$ cat config.mk
export PLATFORM = sky130hd
export DESIGN_NAME = u_mcb_read_check
export DESIGN_NICKNAME = d
export VERILOG_FILES = /design/src/rtl/mcb_test_pkg.sv /design/src/rtl/u_mcb_read_check_pat_check.sv /design/src/rtl/u_mcb_read_check.sv
export SDC_FILE = /design/constraint.sdc
export NUM_CORES = 1
export LEC_CHECK = 0
export CORE_UTILIZATION = 58
export CTS_CLUSTER_DIAMETER = 60
export DETAILED_ROUTE_END_ITERATION = 16
export DONT_BUFFER_PORTS = 1
export PLACE_DENSITY = 0.76
export SLEW_MARGIN = 20
export SYNTH_ARGS = -nofsm -noshare
export SYNTH_HDL_FRONTEND = slang
export SYNTH_SLANG_ARGS = --single-unit
$ cat constraint.sdc
create_clock -name clk -period 4.95 [get_ports clk]
set_input_delay 1.2375 -clock clk [delete_from_list [all_inputs] [get_ports clk]]
set_output_delay 1.2375 -clock clk [all_outputs]
set_load 0.01 [all_outputs]
$ cat src/rtl/mcb_test_pkg.sv
// Shared constants for the DDR3 MCB memory test: burst geometry, address walk,
// data pattern and read-check FSM encoding.
package mcb_test_pkg;

  localparam int unsigned BURST_LEN = 64;
  localparam int unsigned TIMEOUT   = 4096;

  localparam int unsigned ADDR_W = 30;
  localparam int unsigned DATA_W = 128;
  localparam int unsigned BEAT_W = 6;
  localparam int unsigned LEN_W  = 7;
  localparam int unsigned WDOG_W = $clog2(TIMEOUT);
  localparam int unsigned PEND_W = 4;

  localparam logic [ADDR_W-1:0] ADDR_INC = 30'h400;
  localparam logic [ADDR_W-1:0] END_ADDR = 30'h1000_0000 - 30'h400;
  localparam logic [DATA_W-1:0] PAT_EVEN = {4{32'hAAAA_AAAA}};

  localparam logic [BEAT_W-1:0] LAST_BEAT = BEAT_W'(BURST_LEN - 1);
  localparam logic [WDOG_W-1:0] WDOG_LAST = WDOG_W'(TIMEOUT - 1);

  typedef enum logic [1:0] {
    RD_IDLE = 2'd0,
    RD_CMD  = 2'd1,
    RD_DATA = 2'd2
  } rd_state_e;

  // Burst address walk shared with the write generator; wraps after END_ADDR.
  function automatic logic [ADDR_W-1:0] next_burst_addr(input logic [ADDR_W-1:0] addr);
    return (addr == END_ADDR) ? '0 : addr + ADDR_INC;
  endfunction

  function automatic logic [DATA_W-1:0] expected_beat(input logic [BEAT_W-1:0] beat);
    return beat[0] ? ~PAT_EVEN : PAT_EVEN;
  endfunction

endpackage

$ cat src/rtl/u_mcb_read_check_pat_check.sv
// Beat comparator: expected-pattern generation, saturating mismatch count and
// first-failure capture (address and beat index of the first bad beat).
module u_pat_check
  import mcb_test_pkg::*;
(
  input  logic              clk,
  input  logic              rst,
  input  logic              chk_en,
  input  logic [BEAT_W-1:0] beat,
  input  logic [ADDR_W-1:0] addr,
  input  logic [DATA_W-1:0] data,
  output logic              mismatch,
  output logic              err_flag,
  output logic [15:0]       err_cnt,
  output logic [ADDR_W-1:0] fail_addr,
  output logic [BEAT_W-1:0] fail_beat
);

  logic              err_flag_q, err_flag_d;
  logic [15:0]       err_cnt_q, err_cnt_d;
  logic [ADDR_W-1:0] fail_addr_q, fail_addr_d;
  logic [BEAT_W-1:0] fail_beat_q, fail_beat_d;

  assign mismatch = chk_en && (data != expected_beat(beat));

  // NOTE: every variable gets its hold value first, so no path leaves it unassigned (no latch).
  always_comb begin
    err_flag_d  = err_flag_q;
    err_cnt_d   = err_cnt_q;
    fail_addr_d = fail_addr_q;
    fail_beat_d = fail_beat_q;
    if (mismatch) begin
      if (err_cnt_q != 16'hFFFF) err_cnt_d = err_cnt_q + 16'd1;
      if (!err_flag_q) begin
        err_flag_d  = 1'b1;
        fail_addr_d = addr;
        fail_beat_d = beat;
      end
    end
  end

  // NOTE: state registers use non-blocking assignments so all flops sample pre-edge values.
  always_ff @(posedge clk or posedge rst) begin
    if (rst) begin
      err_flag_q  <= 1'b0;
      err_cnt_q   <= '0;
      fail_addr_q <= '0;
      fail_beat_q <= '0;
    end else begin
      err_flag_q  <= err_flag_d;
      err_cnt_q   <= err_cnt_d;
      fail_addr_q <= fail_addr_d;
      fail_beat_q <= fail_beat_d;
    end
  end

  assign err_flag  = err_flag_q;
  assign err_cnt   = err_cnt_q;
  assign fail_addr = fail_addr_q;
  assign fail_beat = fail_beat_q;

endmodule

$ cat src/rtl/u_mcb_read_check.sv
// Read-back stage of the DDR3 memory test: issues one read burst per completed
// write burst, checks every beat and keeps sticky status and counters.
module u_mcb_read_check
  import mcb_test_pkg::*;
(
  input  logic              clk,
  input  logic              rst,
  input  logic              u_wr_cmd_done,
  input  logic              u_rd_cmd_done,
  input  logic              u_rd_data_valid,
  input  logic [DATA_W-1:0] u_rd_data,
  output logic              u_rd_cmd_en,
  output logic [ADDR_W-1:0] u_rd_addr,
  output logic [LEN_W-1:0]  u_rd_len,
  output logic              err_flag,
  output logic [15:0]       err_cnt,
  output logic [31:0]       pass_cnt,
  output logic [ADDR_W-1:0] fail_addr,
  output logic [BEAT_W-1:0] fail_beat,
  output logic              timeout_flag,
  output logic              ovf_flag
);

  rd_state_e         state_q, state_d;
  logic [PEND_W-1:0] pending_q, pending_d;
  logic [ADDR_W-1:0] rd_addr_set_q, rd_addr_set_d;
  logic [ADDR_W-1:0] rd_addr_q, rd_addr_d;
  logic              cmd_en_q, cmd_en_d;
  logic [BEAT_W-1:0] beat_q, beat_d;
  logic [WDOG_W-1:0] wdog_q, wdog_d;
  logic              burst_err_q, burst_err_d;
  logic [31:0]       pass_cnt_q, pass_cnt_d;
  logic              timeout_q, timeout_d;
  logic              ovf_q, ovf_d;

  logic cmd_accept;
  logic chk_en;
  logic last_beat;
  logic mismatch;

  assign cmd_accept = cmd_en_q && u_rd_cmd_done;
  assign chk_en     = (state_q == RD_DATA) && u_rd_data_valid;
  assign last_beat  = chk_en && (beat_q == LAST_BEAT);

  u_pat_check u_pat_check_i (
    .clk       (clk),
    .rst       (rst),
    .chk_en    (chk_en),
    .beat      (beat_q),
    .addr      (rd_addr_q),
    .data      (u_rd_data),
    .mismatch  (mismatch),
    .err_flag  (err_flag),
    .err_cnt   (err_cnt),
    .fail_addr (fail_addr),
    .fail_beat (fail_beat)
  );

  always_comb begin
    state_d       = state_q;
    pending_d     = pending_q;
    rd_addr_set_d = rd_addr_set_q;
    rd_addr_d     = rd_addr_q;
    cmd_en_d      = cmd_en_q;
    beat_d        = beat_q;
    wdog_d        = wdog_q;
    burst_err_d   = burst_err_q;
    pass_cnt_d    = pass_cnt_q;
    timeout_d     = timeout_q;
    ovf_d         = ovf_q;

    // A write completion and a read accept in the same cycle cancel out.
    case ({u_wr_cmd_done, cmd_accept})
      2'b10: begin
        if (pending_q == '1) ovf_d = 1'b1;
        else                 pending_d = pending_q + 4'd1;
      end
      2'b01:   pending_d = pending_q - 4'd1;
      default: ;
    endcase

    case (state_q)
      RD_IDLE: begin
        if (pending_q != '0) begin
          rd_addr_d = rd_addr_set_q;
          cmd_en_d  = 1'b1;
          state_d   = RD_CMD;
        end
      end
      RD_CMD: begin
        if (u_rd_cmd_done) begin
          cmd_en_d      = 1'b0;
          rd_addr_set_d = next_burst_addr(rd_addr_set_q);
          beat_d        = '0;
          wdog_d        = '0;
          burst_err_d   = 1'b0;
          state_d       = RD_DATA;
        end
      end
      RD_DATA: begin
        if (chk_en) begin
          beat_d = beat_q + 6'd1;
          if (mismatch) burst_err_d = 1'b1;
        end
        // The final beat wins over a watchdog expiry landing in the same cycle.
        if (last_beat) begin
          state_d = RD_IDLE;
          if (!burst_err_q && !mismatch) pass_cnt_d = pass_cnt_q + 32'd1;
        end else if (wdog_q == WDOG_LAST) begin
          timeout_d = 1'b1;
          state_d   = RD_IDLE;
        end else begin
          wdog_d = wdog_q + 12'd1;
        end
      end
      default: state_d = RD_IDLE;
    endcase
  end

  always_ff @(posedge clk or posedge rst) begin
    if (rst) begin
      state_q       <= RD_IDLE;
      pending_q     <= '0;
      rd_addr_set_q <= '0;
      rd_addr_q     <= '0;
      cmd_en_q      <= 1'b0;
      beat_q        <= '0;
      wdog_q        <= '0;
      burst_err_q   <= 1'b0;
      pass_cnt_q    <= '0;
      timeout_q     <= 1'b0;
      ovf_q         <= 1'b0;
    end else begin
      state_q       <= state_d;
      pending_q     <= pending_d;
      rd_addr_set_q <= rd_addr_set_d;
      rd_addr_q     <= rd_addr_d;
      cmd_en_q      <= cmd_en_d;
      beat_q        <= beat_d;
      wdog_q        <= wdog_d;
      burst_err_q   <= burst_err_d;
      pass_cnt_q    <= pass_cnt_d;
      timeout_q     <= timeout_d;
      ovf_q         <= ovf_d;
    end
  end

  assign u_rd_cmd_en  = cmd_en_q;
  assign u_rd_addr    = rd_addr_q;
  assign u_rd_len     = LEN_W'(BURST_LEN);
  assign pass_cnt     = pass_cnt_q;
  assign timeout_flag = timeout_q;
  assign ovf_flag     = ovf_q;

endmodule
After elaboration in Yosys (flattened, before gate mapping):

Index checks and enable logic that the tools add are counted.
W data, S select, Z words.

* input port bits: 133
* register bits: 173
* output and inout bits: 125

* equal/unequal tests: 18
* $add $sub $neg: 7
* reductions and logical operators: 25
* mux-type cells: 22
* bitwise logic cells: 2

Operators by type and width (count)
* $mux W128: 1
* $ne A128 B128 Y1: 1
* $mux W12: 3
* $add A32 B1 Y32 const B: 1
* $add A30 B11 Y30 const B: 1
* $eq A30 B28 Y1 const B: 1
* $mux W30: 1
* $pmux W12 S2: 1
* $add A16 B1 Y16 const B: 1
* $ne A16 B16 Y1 const B: 1
* $reduce_and A3 Y1: 5
* $ne A2 B2 Y1 const B: 7
* $add A12 B1 Y12 const B: 1
* $eq A12 B12 Y1 const B: 1
* $mux W6: 2
* $pmux W6 S2: 1
* $reduce_and A2 Y1: 6
* $mux W2: 4
* $pmux W4 S2: 1
* $reduce_and A4 Y1: 2
* $add A6 B1 Y6 const B: 1
* $eq A6 B6 Y1 const B: 1
* $pmux W2 S3: 1
* $reduce_bool A2 Y1: 3
* other kinds (14): 26

Longest topological paths before layout:

* word-level depth: 6
* depth in mapped cells: 11
* depth with buffers taken out: 8

Modules after synthesis:

A second synthesis with hierarchy kept.

* cells, all modules: 709
* area, all modules: 7961.4 µm²

Modules (own cells, without submodules)
* u_mcb_read_check: sequential area each 2502.4 µm², cells an instance 435, times used 1, area each 4674.5 µm²
* u_pat_check: sequential area each 1326.3 µm², cells an instance 274, times used 1, area each 3286.9 µm²

Worst setup path after synthesis:

Ideal clock, no wire load.

* kind: input -> register
* start: input port u_rd_data[123]
* end: register u_pat_check_i.fail_addr_q[10] (netlist: u_pat_check_i.fail_addr[10])
* stages on the path: 9
* data arrival time: 2.737 ns
* path slack: 2.088 ns
* required time: 4.825 ns
* cell sequence: nor4bb_1 > nand4b_1 > a22oi_1 > nand4_2 > nor2_1 > or3_1 > buf_6 > buf_12 > mux2_4

* cells in the longest elaborated chain, start to end: 3

RTL lines
* start, declared: line u_mcb_read_check.sv:11 `input logic [DATA_W-1:0] u_rd_data,`
* $ne A128 B128 Y1: line u_mcb_read_check_pat_check.sv:24 `assign mismatch = chk_en && (data != expected_beat(beat));`
* $logic_and A1 B1 Y1: line u_mcb_read_check_pat_check.sv:24
* $reduce_and A2 Y1 (no source line)
* end signal, assigned: line u_mcb_read_check_pat_check.sv:52 `fail_addr_q <= fail_addr_d;`
* end, declared: line u_mcb_read_check_pat_check.sv:21 `logic [ADDR_W-1:0] fail_addr_q, fail_addr_d;`

No other way between the ends.
A chain may end at the register's enable or synchronous reset.

Worst setup path after layout:

* start: input port u_rd_data[115]
* end: register u_pat_check_i.fail_addr_q[29] (netlist: u_pat_check_i.fail_addr[29])

The elaborated chain is that of the path after synthesis.

==> impl_metrics.yaml <==
outcome:
  status: "finished, final reports clean"
synth:
  ys_seq_area_share_pct: 46.5
  ys_seq_elements: 143
  synthCells: 692
  ys_warn_count: 0
  synth_area_sq_um: 7700
  ys.flop_type: "dfrtp_1"
  postSynthAreaPerCell_sq_um: 11.1
  synth_enable_flop_cells: 0
  async_flop_share_pct: 100
  synth_cell_types: 49
worst_setup_path:
  crit_family: "simple AND/OR/NAND/NOR gates"
  crit_type: "primary input to register"
  cpMaxStageDelayCell: "buf_4"
  cp.arrival_ps: 3200
  crit_buf_inv: 1
  ff2ff_setup_slack_ps: 2190
  path_max_fanout: 26
  worstPathCellList: "nor4bb_1 > nand4b_1 > a22oi_1 > nand4_1 > nor2_2 > or3_1 > buf_4 > mux2_2"
  start_kind: "primary input"
  worst-r2r-cell-count: 8
  required_ps: 5240
  cp-endpoint: "u_pat_check_i.fail_addr[29]"
  worstSetupEndpointType: "register"
  path_depth: 8
  r2r-end: "u_pat_check_i.fail_addr[29]"
  crit_path_start: "u_rd_data[115]"
  rr_startpoint: "beat_q[0]"
  slowest_delay_ps: 420
timing:
  fin_crit_sh_pct: 58.8
  slew_viol_final: 0
  hold_slack_ps: 491
  fmax_mhz: 343
  fin_crit_ps: 2910
  setup_tns_ps: 0
  finalHoldViolCount: 0
  finalClockSkew_ps: 5.89
  finalSetupViolations: 0
  tightest_slew_ps: 609
  maxSlewHeadroom_pct: 59.4
  rsz0062_at_grt: "no"
placed_design:
  port_buffers: 0
  hpwl_microns: 12400
  place_congestion: 0.979
clock_network:
  tritoncts: "done"
  cts_sinks: 143
  root_buffer: "clkbuf_16"
  clk_latency_ps: 410
  clock_path_buffers: 2
  cts-htree-levels: 4
  postCtsSetupRepairBufs: 0
  path_clk_slew_ps: 60
  cts_resized: 0
  cts_made_buffers: 17
  ctsHoldBuffers: 0
route:
  drtIter0Drc: 451
  wl_per_cell_microns: 19.7
  viasPerCell: 6.22
  antenna_left: 0
  vias: 5464
  firstDrtPassIters: 5
  wl_microns: 17300
  drc: 0
global_routing:
  grt_pass1_vias: 5437
  grt.total_usage_pct: 25.6
  grt_max_degree: 97
  grt_pass1_wl_microns: 26600
  gr-total-overflow: 0
  antenna_found_initial: 0
pwr:
  ir_worst_vdd_mv: 0.365
  leakagePower_uw: 0.00384
  powerDensity_nw_per_um2: 401
floorplan:
  die_h_microns: 117
  num_rows: 41
  ios: 258
  dieArea_sq_um: 13700
  start_util_pct: 60.3
  dieWidth_microns: 117
  core_sq_um: 12800
cells_and_area:
  final_nets: 835
  layout_commonest_cell: "dfrtp_1"
  n_antenna_cell: 0
  final_cell_mix: "142 x dfrtp_1, 47 x nand3_1, 47 x xnor2_1"
  syn_to_final_growth_pct: 8.13
  drive_gt1_share_pct: 14.4
hold_path:
  hold_path_class: "register to register"
flow_run:
  drv_cap: 0
[Yosys cell counts, types with 2 or more instances]
cell type,instances,area [sq um]
mux2_2,28,315
xor2_1,32,280
xnor2_1,47,412
nor3b_1,15,113
nand4b_1,32,280
or2_1,2,12.5
inv_1,12,45.0
o21ai_0,10,50.1
nand2b_1,4,25.0
dfrtp_1,143,3580
a21oi_1,4,20.0
mux2_4,20,300
ha_1,7,87.6
and4_1,2,17.5
mux2i_1,2,20.0
and3b_1,16,140
conb_1,2,7.51
a211oi_1,2,15.0
nand4_1,28,175
and3_1,24,150
buf_6,6,67.6
buf_4,31,233
a22oi_1,7,52.6
nor3_1,15,75.1
nor4_1,4,25.0
buf_12,2,40.0
and2_1,4,25.0
clkbuf_1,7,26.3
a21o_1,3,22.5
or3_1,5,31.3
nand3_1,47,235
nand2_1,30,113
nor2b_1,2,12.5
nor3b_2,2,25.0
nor4bb_1,32,320
nor2_1,43,161
buf_2,3,15.0
o41ai_1,2,17.5
nor3_2,2,20.0
or2_2,4,25.0
[worst register-to-register path: cells and delay by family, from the launching register on]
kind / cells / cell delay, ps
simple gates: 5 / 810
flops: 1 / 750
buf+inv: 1 / 420
compound gates: 1 / 270
mux: 1 / 400
[layer usage]
| metal | up-vias | share of wire, % | track usage (%) |
|---|---|---|---|
| li1 | 2459 | - | - |
| met1 | 2736 | 41 | 31.0 |
| met2 | 241 | 49 | 41.3 |
| met3 | 28 | 9.1 | 10.9 |
| met4 | 0 | 1.5 | 8.19 |
| met5 | - | 0 | 0 |
[how the worst min path moves through the flow]
stage                                 start           endpoint  slack [ps]  cells after the start
after CTS                 rd_addr_set_q[20]  rd_addr_set_q[20]         490                      1
after detailed placement  rd_addr_set_q[20]  rd_addr_set_q[20]         480                      1
after global placement    rd_addr_set_q[20]  rd_addr_set_q[20]         480                      1
after floorplan           rd_addr_set_q[22]  rd_addr_set_q[22]         460                      1
final                     rd_addr_set_q[20]  rd_addr_set_q[20]         490                      1
after global routing      rd_addr_set_q[20]  rd_addr_set_q[20]         520                      1
[per-stage QoR]
step / power (uW) / cell area (sq um) / instances / setup WS [ps] / utilization (%)
3_5_place_dp: 2060 / 7690 / 846 / 1610 / 60.2
3_3_place_gp: 2020 / 7690 / 846 / 1710 / 60.2
5_1_grt: 3510 / 8320 / 879 / 1900 / 65.1
2_1_floorplan: 1950 / 7790 / 717 / 1920 / -
6_report: 3340 / 8320 / 879 / 2040 / 65.1
4_1_cts: 3370 / 8300 / 878 / 1850 / 65.0
[state kept, by name, indices dropped and copies added, names as in the netlist]
| register | cells |
|---|---|
| pass_cnt | 32 |
| u_rd_addr | 20 |
| u_pat_check_i.fail_beat | 6 |
| pending_q | 4 |
| wdog_q | 12 |
| beat_q | 6 |
| u_pat_check_i.fail_addr | 20 |
| ovf_flag | 1 |
| burst_err_q | 1 |
| timeout_flag | 1 |
| u_rd_cmd_en | 1 |
| u_pat_check_i.err_flag | 1 |
| u_pat_check_i.err_cnt | 16 |
| rd_addr_set_q | 20 |
| state_q | 2 |
[where the power goes]
| group | total, uW | internal [uW] | switching (uW) |
|---|---|---|---|
| logic | 498 | 245 | 253 |
| registers | 1540 | 1300 | 236 |
| clock network | 1300 | 809 | 492 |
| total | 3340 | 2360 | 981 |
[area by class of cell]
cell class | instances | area [sq um]
clock buffers | 20 | 447
inverters | 12 | 48.8
fillers | 988 | 4450
flip-flops and latches | 143 | 3580
multi-input cells | 513 | 3790
repair buffers | 7 | 77.6
clock inverters | 12 | 159
well taps | 172 | 215
[cell families after synthesis]
logic type / after synthesis / share of synthesized area (%)
flip-flops: 143 / 46.5
multiplexers: 50 / 8.26
XOR/XNOR: 79 / 8.99
other: 2 / 0.0976
AO/OA/AOI/OAI: 32 / 2.78
AND/OR/NAND/NOR: 317 / 26.4
adder cells (fa/ha/maj): 8 / 1.40
buffers and inverters: 61 / 5.54
(Power assumes the default switching activity.)
